File: src/rtl/riscv_dmem_chk_pkg.sv
// Shared types for the data-memory write checker: FSM states, table entry kinds, verdict codes.
package riscv_dmem_chk_pkg;

    typedef enum logic [2:0] {S_IDLE, S_RUN, S_PASS, S_FAIL, S_TIMEOUT} state_e;
    typedef enum logic [1:0] {K_NONE = 2'd0, K_TERMINAL = 2'd1, K_ALLOW = 2'd2} kind_e;
    typedef enum logic [1:0] {F_NONE, F_UNEXPECTED, F_MISMATCH, F_TIMEOUT} fail_e;

    // Width of an index into n slots, never below one bit.
    function automatic int unsigned idx_w(input int unsigned n);
        return (n > 1) ? $clog2(n) : 1;
    endfunction

    // The unused encoding 3 behaves as an empty slot.
    function automatic kind_e to_kind(input logic [1:0] k);
        case (k)
            2'd1:    return K_TERMINAL;
            2'd2:    return K_ALLOW;
            default: return K_NONE;
        endcase
    endfunction

endpackage

File: src/rtl/riscv_dmem_chk_trace_buf.sv
// Ring of the most recent monitored writes; read index 0 is the newest entry.
// P_DEPTH must be a power of two, at least 2, so the write pointer wraps by overflow.
module riscv_dmem_chk_trace_buf
    import riscv_dmem_chk_pkg::*;
#(
    parameter int P_ADDR_WIDTH = 8,
    parameter int P_DATA_WIDTH = 32,
    parameter int P_DEPTH      = 8
) (
    input  logic                          i_clk,
    input  logic                          i_rst,
    input  logic                          i_push,
    input  logic [P_ADDR_WIDTH-1:0]       i_addr,
    input  logic [P_DATA_WIDTH-1:0]       i_data,
    input  logic [idx_w(P_DEPTH)-1:0]     i_rd_idx,
    output logic [P_ADDR_WIDTH-1:0]       o_rd_addr,
    output logic [P_DATA_WIDTH-1:0]       o_rd_data
);

    localparam int LP_PTR_W = idx_w(P_DEPTH);
    localparam logic [LP_PTR_W:0] LP_FULL = (LP_PTR_W + 1)'(P_DEPTH);

    logic [P_ADDR_WIDTH-1:0] r_addr [P_DEPTH];
    logic [P_DATA_WIDTH-1:0] r_data [P_DEPTH];
    logic [LP_PTR_W-1:0]     r_wptr;
    logic [LP_PTR_W:0]       r_fill;
    logic [LP_PTR_W-1:0]     w_slot;
    logic                    w_valid;

    always_ff @(posedge i_clk) begin
        if (i_rst) begin
            r_wptr <= '0;
            r_fill <= '0;
        end else if (i_push) begin
            r_wptr <= r_wptr + 1'b1;
            if (r_fill != LP_FULL)
                r_fill <= r_fill + 1'b1;
        end
    end

    // Storage is gated by r_fill on read, so it needs no reset.
    always_ff @(posedge i_clk) begin
        if (i_push) begin
            r_addr[r_wptr] <= i_addr;
            r_data[r_wptr] <= i_data;
        end
    end

    assign w_slot    = r_wptr - 1'b1 - i_rd_idx;
    assign w_valid   = ({1'b0, i_rd_idx} < r_fill);
    assign o_rd_addr = w_valid ? r_addr[w_slot] : '0;
    assign o_rd_data = w_valid ? r_data[w_slot] : '0;

endmodule

File: config.mk
export PLATFORM = sky130hd
export DESIGN_NAME = riscv_dmem_chk_trace_buf
export DESIGN_NICKNAME = d
export VERILOG_FILES = /design/src/rtl/riscv_dmem_chk_pkg.sv /design/src/rtl/riscv_dmem_chk_trace_buf.sv
export SDC_FILE = /design/constraint.sdc
export NUM_CORES = 1
export LEC_CHECK = 0
export CORE_UTILIZATION = 40
export DETAILED_ROUTE_END_ITERATION = 10
export GPL_ROUTABILITY_DRIVEN = 0
export SLEW_MARGIN = 20
export SYNTH_ARGS = -nofsm -noshare
export SYNTH_HDL_FRONTEND = slang
export SYNTH_SLANG_ARGS = --single-unit
File: constraint.sdc
create_clock -name i_clk -period 7.25 [get_ports i_clk]
set_input_delay 1.45 -clock i_clk [delete_from_list [all_inputs] [get_ports i_clk]]
set_output_delay 1.45 -clock i_clk [all_outputs]
set_load 0.05 [all_outputs]
Word-level counts from Yosys, hierarchy flattened. Memories as Yosys holds them, arrays and structs flattened. Cells that the tools add are included.

Add/sub/neg operators: 4. Magnitude comparators: 1. Equal/unequal tests: 1. Mux-type cells: 4. Reductions and logical operators: 1.

Operator list (count): $mux 32 (1); $mux 8 (1); $add 4x1->4 const B (1); $lt 3x4->1 (1); $ne 4x4->1 const B (1); $add 3x1->3 const B (1); $sub 3x1->3 const B (1); $sub 3x3->3 (1); $mux 1 (2); $reduce_and 2->1 (1).

Register bits after elaboration: 7. RAM bits: 320. Bits of input ports: 46. Output and inout port bits: 40. Memories kept: 2.

Memories: r_data (words 8, width 32, read ports 1, clocked after memory_dff 0, write ports 1, line riscv_dmem_chk_trace_buf.sv:24) `logic [P_DATA_WIDTH-1:0] r_data [P_DEPTH];`; r_addr (words 8, width 8, read ports 1, clocked after memory_dff 0, write ports 1, line riscv_dmem_chk_trace_buf.sv:23) `logic [P_ADDR_WIDTH-1:0] r_addr [P_DEPTH];`.

Depth between registers and ports, before layout. An unclocked memory read counts as a cell.

Word-level depth: 4. Mapped depth: 8.

Worst setup path before layout. Ideal clock, no wire load.

Kind: input to register. From: input i_push. To: memory r_addr[4][0] (enable). Setup time: 0.487 ns. Arrival time: 4.623 ns. Path slack: 2.140 ns. Cell stages on the path: 3. Path buffers: 1. Cell sequence: clkbuf_1 nand2_1 nor3_1.

Longest elaborated chain between the ends: 2.

Ends and longest elaborated chain: from (decl) (line riscv_dmem_chk_trace_buf.sv:12) `input logic i_push,`; $mux 1 (line riscv_dmem_chk_trace_buf.sv:43) `if (i_push) begin`; $mux 1 (not written as such) (line riscv_dmem_chk_trace_buf.sv:44) `r_addr[r_wptr] <= i_addr;`; to (decl) (line riscv_dmem_chk_trace_buf.sv:23).

Every way passes these cells.

Final worst setup path.
From: input i_rd_idx[0]. To: output o_rd_addr[0].

Longest elaborated chain between the ends: 3. Elaborated cells on any way between the ends: 4.

Ends and longest elaborated chain: from (decl) (line riscv_dmem_chk_trace_buf.sv:15) `input logic [idx_w(P_DEPTH)-1:0] i_rd_idx,`; $sub 3x3->3 (line riscv_dmem_chk_trace_buf.sv:49) `assign w_slot = r_wptr - 1'b1 - i_rd_idx;`; $mem_v2 8x8; $mux 8 (*) (line riscv_dmem_chk_trace_buf.sv:51) `assign o_rd_addr = w_valid ? r_addr[w_slot] : '0;`; to (decl) (line riscv_dmem_chk_trace_buf.sv:16) `output logic [P_ADDR_WIDTH-1:0] o_rd_addr,`.

Every way passes the cells marked *; elsewhere a longest branch is shown, timed or not.

==> run_results.csv <==
group,metric,value,unit
synthesis,synth_area_leader_cell,"edfxtp_1",
synthesis,syn_nets,622,
worst_setup_path,start_kind,"input pin",
detailed_routing,drc,0,
sta,max_slew_margin,31.5,%
global_routing,grt_pass1_vias,6510,
die,placeableCoreArea,31600,µm²
detailed_routing,wl,26900,µm
placed_design,port_buffers,85,
power_and_ir_drop,seq_power_share,48.1,%
detailed_routing,vias,6017,
synthesis,seq_area_frac_synth,75.4,%
sta,setup_violations,0,
clock_tree,cts_buffers,35,
clock_tree,cts.sinks,327,
power_and_ir_drop,internal_power,3390,µW
global_routing,overflow,0,
worst_setup_path,cpLargestDelayFamily,"buffers and inverters",
sta,maxSlewViolCount,0,
die,chipWidth,182,µm
worst_setup_path,critPathCaptureType,"output pin",
finish,finish.instance_area,15400,µm²
clock_tree,cts_tree,"done",
run,maxCapViolations,0,
sta,clock-skew-final,0.0193,ns
finish,antenna_cells,0,
placed_design,dpl_cell_area,14300,µm²
synthesis,yosysMostFrequentCell,"edfxtp_1",
worst_hold_path,worstHoldPathCells,2,
finish,postLayoutCoreUtil,48.6,%
worst_setup_path,r2r_slack,4.98,ns
sta,finalCritPeriodShare,89.0,%
worst_setup_path,path_max_fanout,26,
global_routing,antenna_found_initial,2,
synthesis,ys_warn_count,0,
power_and_ir_drop,p_sw_share,23.7,%
outcome,status,"finished clean",
sta,finalHoldViolCount,0,
worst_setup_path,worstSetupStartpoint,"i_rd_idx[0]",
clock_tree,cts_buffer_depth,3,
clock_tree,cts_hold_buf,0,
placed_design,dpl.hpwl,15000,µm
power_and_ir_drop,peakVddDrop,0.264,mV
power_and_ir_drop,clkPwrFrac,37.8,%
clock_tree,cts_root_buf,"clkbuf_16",
global_routing,grt_usage,16.8,%
finish,area_growth,19.0,%
detailed_routing,drt_iter0_drc,414,
global_routing,grt_pass1_wl,40400,µm
synthesis,synth.cell_area,12900,µm²
synthesis,yosys-top-cells-count,"320 x edfxtp_1, 64 x mux4_1, 41 x a21oi_1, 41 x mux2i_1",
worst_setup_path,rr_worst_depth,3,
synthesis,syn_inst,569,
clock_tree,h-tree-depth,2,
sta,setup-tns-final,0,ns
synthesis,synth-seq-cells,327,
power_and_ir_drop,power_density,289,nW/µm²
clock_tree,cts_resized,0,
worst_hold_path,hp-class,"reg -> reg",
power_and_ir_drop,p_sw,1050,µW
worst_setup_path,slowest_stage,"fa_4",
synthesis,synth_area_leaders,"edfxtp_1 74%, mux4_1 13%, mux2i_1 3.2%",
synthesis,yosys.area.top_type_share,74.3,%
synthesis,ys_types,24,
sta,rsz0062_at_grt,"false",
synthesis,ys.flop_type,"edfxtp_1",
die,dieArea,33000,µm²
synthesis,synth_edf_count,320,
worst_hold_path,holdPathEnd,"r_fill[1]",
synthesis,synth_area_per_cell,22.7,µm²
worst_setup_path,r2r-start,"r_wptr[0]",
synthesis,synth-async-reset-ratio,0,%
power_and_ir_drop,pwr-share-comb,14.1,%
worst_setup_path,crit_type,"in -> out",
worst_setup_path,cpPeakStageDelay,1.00,ns
detailed_routing,drtPass1Iterations,5,
detailed_routing,ant_nets,0,
die,die_height,182,µm
finish,fin_nets,731,
power_and_ir_drop,power.leakage,0.00513,µW
worst_hold_path,hp-start,"r_fill[1]",
worst_setup_path,crit_buf_inv,4,
worst_setup_path,timing.rr.end,"r_data[5][1]",
finish,drive_gt1_share,12.8,%
detailed_routing,drt-vias-per-instance,5.46,
clock_tree,insertion_delay,0.51,ns
worst_setup_path,critPathMostFrequentCell,"clkdlybuf4s50_1",
sta,period_needed,6.46,ns
worst_setup_path,critPathRequiredTime,5.80,ns
die,start_util,40.9,%
worst_setup_path,worstPathCellList,"clkdlybuf4s50_1 -> inv_1 -> ha_4 -> fa_4 -> buf_4 -> mux4_1 -> mux2i_1 -> a21oi_1 -> clkdlybuf4s50_1",
global_routing,grt_max_degree,42,
clock_tree,path_clk_slew,0.06,ns
clock_tree,post_cts_buffers,0,
sta,worst_pin_slew,1.03,ns
sta,fmax,0.155,GHz
die,io_pins,86,
die,num_rows,65,
detailed_routing,avgRoutedWirePerCell,24.4,µm
worst_setup_path,worstPathArrival,5.01,ns
-- worst min-delay path, stage by stage, from the launching register on --
cell and delay [ns]:
dfxtp_1 0.34, nand2_1 0.08, a21oi_1 0.06
-- stage by stage --
step	hold WS, ns	power (µW)	cells	setup slack [ns]
floorplan	0.460	2610	569	2.14
global route	0.563	4600	1103	0.622
finish	0.535	4450	1103	0.794
detailed placement	0.534	2820	1043	0.766
global placement	0.477	2800	1043	0.776
CTS	0.532	4500	1103	0.748
-- sequential cells by signal (all words and copies together) (netlist names) --
name and flops:
r_addr 64, r_data 256, r_fill 4, r_wptr 3
-- area by class of cell --
type                       instances  area, µm²
inverter                           6       22.5
timing repair buffer             103       1010
sequential                       327       9750
fill                            2541      16300
clock inverter                    12        136
multi-input combinational        205       3040
clock buffer                      48        925
tap                              402        503
-- cell families (layout without fill, tap and decap cells) --
| logic type | Yosys count | in the layout | synth area share, % |
|---|---|---|---|
| compound gates | 43 | 43 | 1.70 |
| simple gates | 27 | 27 | 0.949 |
| fa+ha+maj | 7 | 7 | 0.736 |
| buf+inv | 37 | 169 | 1.73 |
| mux | 121 | 121 | 19.0 |
| flops | 327 | 327 | 75.4 |
| xor+xnor | 7 | 7 | 0.474 |
-- cell usage in the layout, fill, tap and decap left out, drive strengths merged --
master,n
nand2,5
nand4,1
fa,1
a21o,2
clkinv,7
xor2,2
nor3,2
clkdlybuf4s50,85
nand3,2
nand2b,4
dfxtp,7
edfxtp,320
mux4,80
buf,18
ha,6
inv,7
mux2i,41
a21oi,41
clkinvlp,1
nor2,12
bufinv,3
clkbuf,48
nand3b,1
xnor2,5
-- metal layers --
layer	vias up	GRT usage [%]	routed length [µm]
li1	2658	-	-
met1	3142	21.4	11200
met2	161	28.6	13600
met3	54	3.77	1490
met4	2	5.32	628
met5	-	0	14
-- worst max path at each step --
stage / endpoint / cells past startpoint / slack [ns]
2_1_floorplan: r_addr[4][0] / 3 / 2.14
3_3_place_gp: o_rd_addr[0] / 8 / 0.78
3_5_place_dp: o_rd_addr[1] / 8 / 0.77
4_1_cts: o_rd_addr[0] / 8 / 0.75
5_1_grt: o_rd_addr[0] / 8 / 0.62
6_report: o_rd_addr[0] / 9 / 0.79
-- power by group through the flow --
stage,Clock [µW],Combinational [µW],Sequential [µW]
floorplan,0,431,2180
global placement,0,627,2170
detailed placement,0,638,2180
CTS,1720,640,2140
global route,1790,667,2140
finish,1680,627,2140
Power figures use the tool's default switching activity.
==> RTL change 1 (config.mk and constraints unchanged) <==
`P_ADDR_WIDTH`: 8 -> 6.
--- a/src/rtl/riscv_dmem_chk_trace_buf.sv
+++ b/src/rtl/riscv_dmem_chk_trace_buf.sv
@@ -4,5 +4,5 @@
     import riscv_dmem_chk_pkg::*;
 #(
-    parameter int P_ADDR_WIDTH = 8,
+    parameter int P_ADDR_WIDTH = 6,
     parameter int P_DATA_WIDTH = 32,
     parameter int P_DEPTH      = 8
Interface: changed (resized i_addr and o_rd_addr); port bits go from 86 to 82. No check against the original RTL was run, so the function may have changed too.
==> RTL change 1 against the unedited design <==
Register-to-register slack gained 70 ps. Final area is 6.5% lower. Critical path depth stayed put. Sequential cell count decreased by 16. Power is 7.3% lower. Setup slack better by 86 ps. Wire length down 9.6%. Synthesized area shrank 6.0%.
==> RTL change 1: results (changes against the unedited design) <==
r2r endpoint: r_data[1][5] (was r_data[5][1])
placed instance count: 1002 (was 1043)
synth cell count leaders: edfxtp_1, mux4_2, a21oi_1, mux2i_1, nor2_1 (was edfxtp_1, mux4_1, a21oi_1, mux2i_1)
Placed Area: 13400 sq um (was 14300 sq um)
DR vias/cell: 5.26 (was 5.46)
syn_nets: 595 (was 622)
Setup WS post-layout: 880 ps (was 794 ps)
met2 routed WL: 11800 um (was 13600 um)
Worst Path Arrival: 4920 ps (was 5010 ps)
Final #Nets: 696 (was 731)
met3 wire length: 1180 um (was 1490 um)
Sw Share: 23.9% (was 23.7%)
largest cells by area after synthesis: edfxtp_1, mux4_2, mux2i_1, a21oi_1, mux4_1 (was edfxtp_1, mux4_1, mux2i_1, mux4_2, a21oi_1)
dpl ws: 864 ps (was 766 ps)
DRT Wirelength: 24400 um (was 26900 um)
Rel. slew slack: 27.4% (was 31.5%)
all-layer global routing usage: 16.2% (was 16.8%)
Flop pwr share: 49.4% (was 48.1%)
async set or reset register ratio after synthesis: 0% (unchanged)
met1 WL: 10900 um (was 11200 um)
pin count of the biggest net entering global routing: 41 (was 42)
IO Port Bufs: 81 (was 85)
top flop regs: r_data: 256 flops, r_addr: 48 flops, r_fill: 4 flops (was r_data: 256 flops, r_addr: 64 flops, r_fill: 4 flops)
Worst R2R Start: r_wptr[0] (unchanged)
Skew-Pair Late Insertion Delay: 550 ps (was 510 ps)
Cells after Synth: 544 (was 569)
Crit Path Max Fanout: 25 (was 26)
Worst path max stage delay: 950 ps (was 1000 ps)
Netlist cell types: 26 (was 24)
Post-synth EDFFs: 304 (was 320)
H-tree depth: 1 (was 2)
max layer used: met4 (was met5)
non-filler cells, final: 1058 (was 1103)
status: complete, no violations (unchanged)
met3 global-route usage: 2.52% (was 3.77%)
Worst Hold Launch: r_fill[1] (unchanged)
met1 Track Usage GR: 22.8% (was 21.4%)
initial antenna violation count: 0 (was 2)
drt first-iter violations: 344 (was 414)
Max VDD drop: 0.142 mV (was 0.264 mV)
post-synthesis sequential area ratio: 76.3% (was 75.4%)
share of layout cells above drive strength 1: 20.5% (was 12.8%)
Hold WC Path Type: reg2reg (unchanged)
GR Layer Usage met2: 26.3% (was 28.6%)
power after layout: 0.00412 W (was 0.00445 W)
clock share of power: 35.9% (was 37.8%)
cts bufs inserted: 31 (was 35)
first-pass GRT wire length: 36800 um (was 40400 um)
R2R setup slack: 5050 ps (was 4980 ps)
hpwl dp: 12900 um (was 15000 um)
worst hold margin: 531 ps (was 535 ps)
==> RTL change 1: cell types whose count changed after synthesis, moves of 3 or more <==
cell      before  now
buf_12         0    5
clkbuf_1      16   11
buf_6          9    3
edfxtp_1     320  304
buf_2          2    8
mux4_2        16   69
buf_4          4    1
mux4_1        64    7
==> RTL change 1: cell families (layout without fill, tap and decap cells) <==
kind of cell / Yosys count / in the layout / synth area share [%]
fa+ha+maj: 7 / 7 / 0.783
mux: 115 / 115 / 17.5
buf+inv: 36 / 160 / 2.14
compound gates: 41 / 41 / 1.73
xor+xnor: 7 / 7 / 0.505
flops: 311 / 311 / 76.3
simple gates: 27 / 27 / 1.01
==> RTL change 1: cell type report <==
cell class | count | area (sq um)
tap | 390 | 488
timing repair buffer | 98 | 963
sequential | 311 | 9270
multi-input combinational | 197 | 2700
inverter | 6 | 22.5
fill | 2430 | 15400
clock inverter | 17 | 133
clock buffer | 39 | 806
==> RTL change 2 (same flow settings) <==
Made on the original files. Register the outputs `o_rd_addr` and `o_rd_data`, with the module's reset; this adds one clock of latency there.
--- a/src/rtl/riscv_dmem_chk_trace_buf.sv
+++ b/src/rtl/riscv_dmem_chk_trace_buf.sv
@@ -49,6 +49,13 @@
     assign w_slot    = r_wptr - 1'b1 - i_rd_idx;
     assign w_valid   = ({1'b0, i_rd_idx} < r_fill);
-    assign o_rd_addr = w_valid ? r_addr[w_slot] : '0;
-    assign o_rd_data = w_valid ? r_data[w_slot] : '0;
+    always_ff @(posedge i_clk) begin
+        if (i_rst) begin
+            o_rd_addr <= '0;
+            o_rd_data <= '0;
+        end else begin
+            o_rd_addr <= w_valid ? r_addr[w_slot] : '0;
+            o_rd_data <= w_valid ? r_data[w_slot] : '0;
+        end
+    end
 
 endmodule
Formal check against the unedited RTL: not equivalent (Yosys sat finds a counterexample within 4 cycles, from zero or initial values and one cycle with i_rst high).
==> RTL change 2 against the unedited design <==
Final area grew 5.9%. Clock skew shrank 5.8 ps. Via count grew 5.8%. Setup slack gained 2100 ps. Largest power group unchanged. Synthesized area grew 5.8%. Power grew 9.0%. Wire length grew 4.8%. First-iteration DRC count grew 16%. Non-clock buffer count shrank 2. Hold slack gained 4.5 ps. Sequential cell count grew 40. Die area grew 5.7%. Core utilization shrank 0.16 points. Cell count grew 8.8%.
==> RTL change 2: results (changes against the unedited design) <==
Worst path max stage delay: 1290 ps (was 1000 ps)
first-pass GRT wire length: 42500 um (was 40400 um)
status: complete, no violations (unchanged)
Worst Path Arrival: 4770 ps (was 5010 ps)
pin count of the biggest net entering global routing: 48 (was 42)
Netlist cell types: 30 (was 24)
DR vias/cell: 5.31 (was 5.46)
Int Pwr: 0.00374 W (was 0.00339 W)
met3 global-route usage: 3.45% (was 3.77%)
met3 wire length: 1360 um (was 1490 um)
Worst Skew: 13.5 ps (was 19.3 ps)
drt first-iter violations: 480 (was 414)
hpwl dp: 15400 um (was 15000 um)
syn_nets: 669 (was 622)
Clock Power: 0.00190 W (was 0.00168 W)
cts bufs inserted: 39 (was 35)
Worst-Margin Slew: 905 ps (was 1030 ps)
Max VDD drop: 0.151 mV (was 0.264 mV)
dpl ws: 2270 ps (was 766 ps)
met2 routed WL: 13600 um (about the same)
Crit Path Max Fanout: 47 (was 26)
Seq power: 0.00238 W (was 0.00214 W)
Avg WL per Cell: 23.5 um (was 24.4 um)
largest cells by area after synthesis: edfxtp_1, mux4_2, dfxtp_1, mux2i_1, a211oi_1 (was edfxtp_1, mux4_1, mux2i_1, mux4_2, a21oi_1)
r2r endpoint: o_rd_data[13] (was r_data[5][1])
Leak: 5.24 nW (was 5.13 nW)
max layer used: met4 (was met5)
==> RTL change 2: worst max-delay path, delay by kind of cell <==
family | cells | cell delay [ps]
multiplexers | 2 | 540
buffers and inverters | 3 | 1230
AO/OA/AOI/OAI | 1 | 70
adder cells (fa/ha/maj) | 2 | 1450
==> RTL change 2: final cells by class <==
cell class	count	area share [%]
clock buffer	56	6.77
clock inverter	15	0.760
inverter	7	0.161
multi-input combinational	206	18.1
sequential	367	64.8
tap	448	3.44
timing repair buffer	101	5.96
==> RTL change 2: per-stage QoR <==
stage	std cells	utilization, %	total power (W)	hold slack (ps)
2_1_floorplan	616	-	0.00283	484
3_3_place_gp	1129	44.8	0.00299	497
3_5_place_dp	1129	44.8	0.00300	523
4_1_cts	1200	48.5	0.00489	531
5_1_grt	1200	48.5	0.00501	568
6_report	1200	48.5	0.00485	539
==> RTL change 2: kinds of logic (layout without fill, tap and decap cells) <==
| group | Yosys count | in the layout | share of synthesized area (%) |
|---|---|---|---|
| flops | 367 | 367 | 77.2 |
| mux | 121 | 121 | 16.2 |
| compound gates | 48 | 48 | 2.80 |
| buf+inv | 43 | 179 | 1.86 |
| simple gates | 26 | 26 | 0.943 |
| fa+ha+maj | 7 | 7 | 0.695 |
| xor+xnor | 4 | 4 | 0.366 |
==> RTL change 2: worst max-delay path by stage <==
stage                      from             to  depth (start not counted)
floorplan                i_push   r_addr[4][0]                          3
global placement    i_rd_idx[0]   o_rd_addr[0]                          8
detailed placement  i_rd_idx[0]   o_rd_data[2]                          8
CTS                 i_rd_idx[0]   o_rd_data[2]                          8
global route        i_rd_idx[0]  o_rd_data[27]                          8
finish              i_rd_idx[0]  o_rd_data[13]                          8
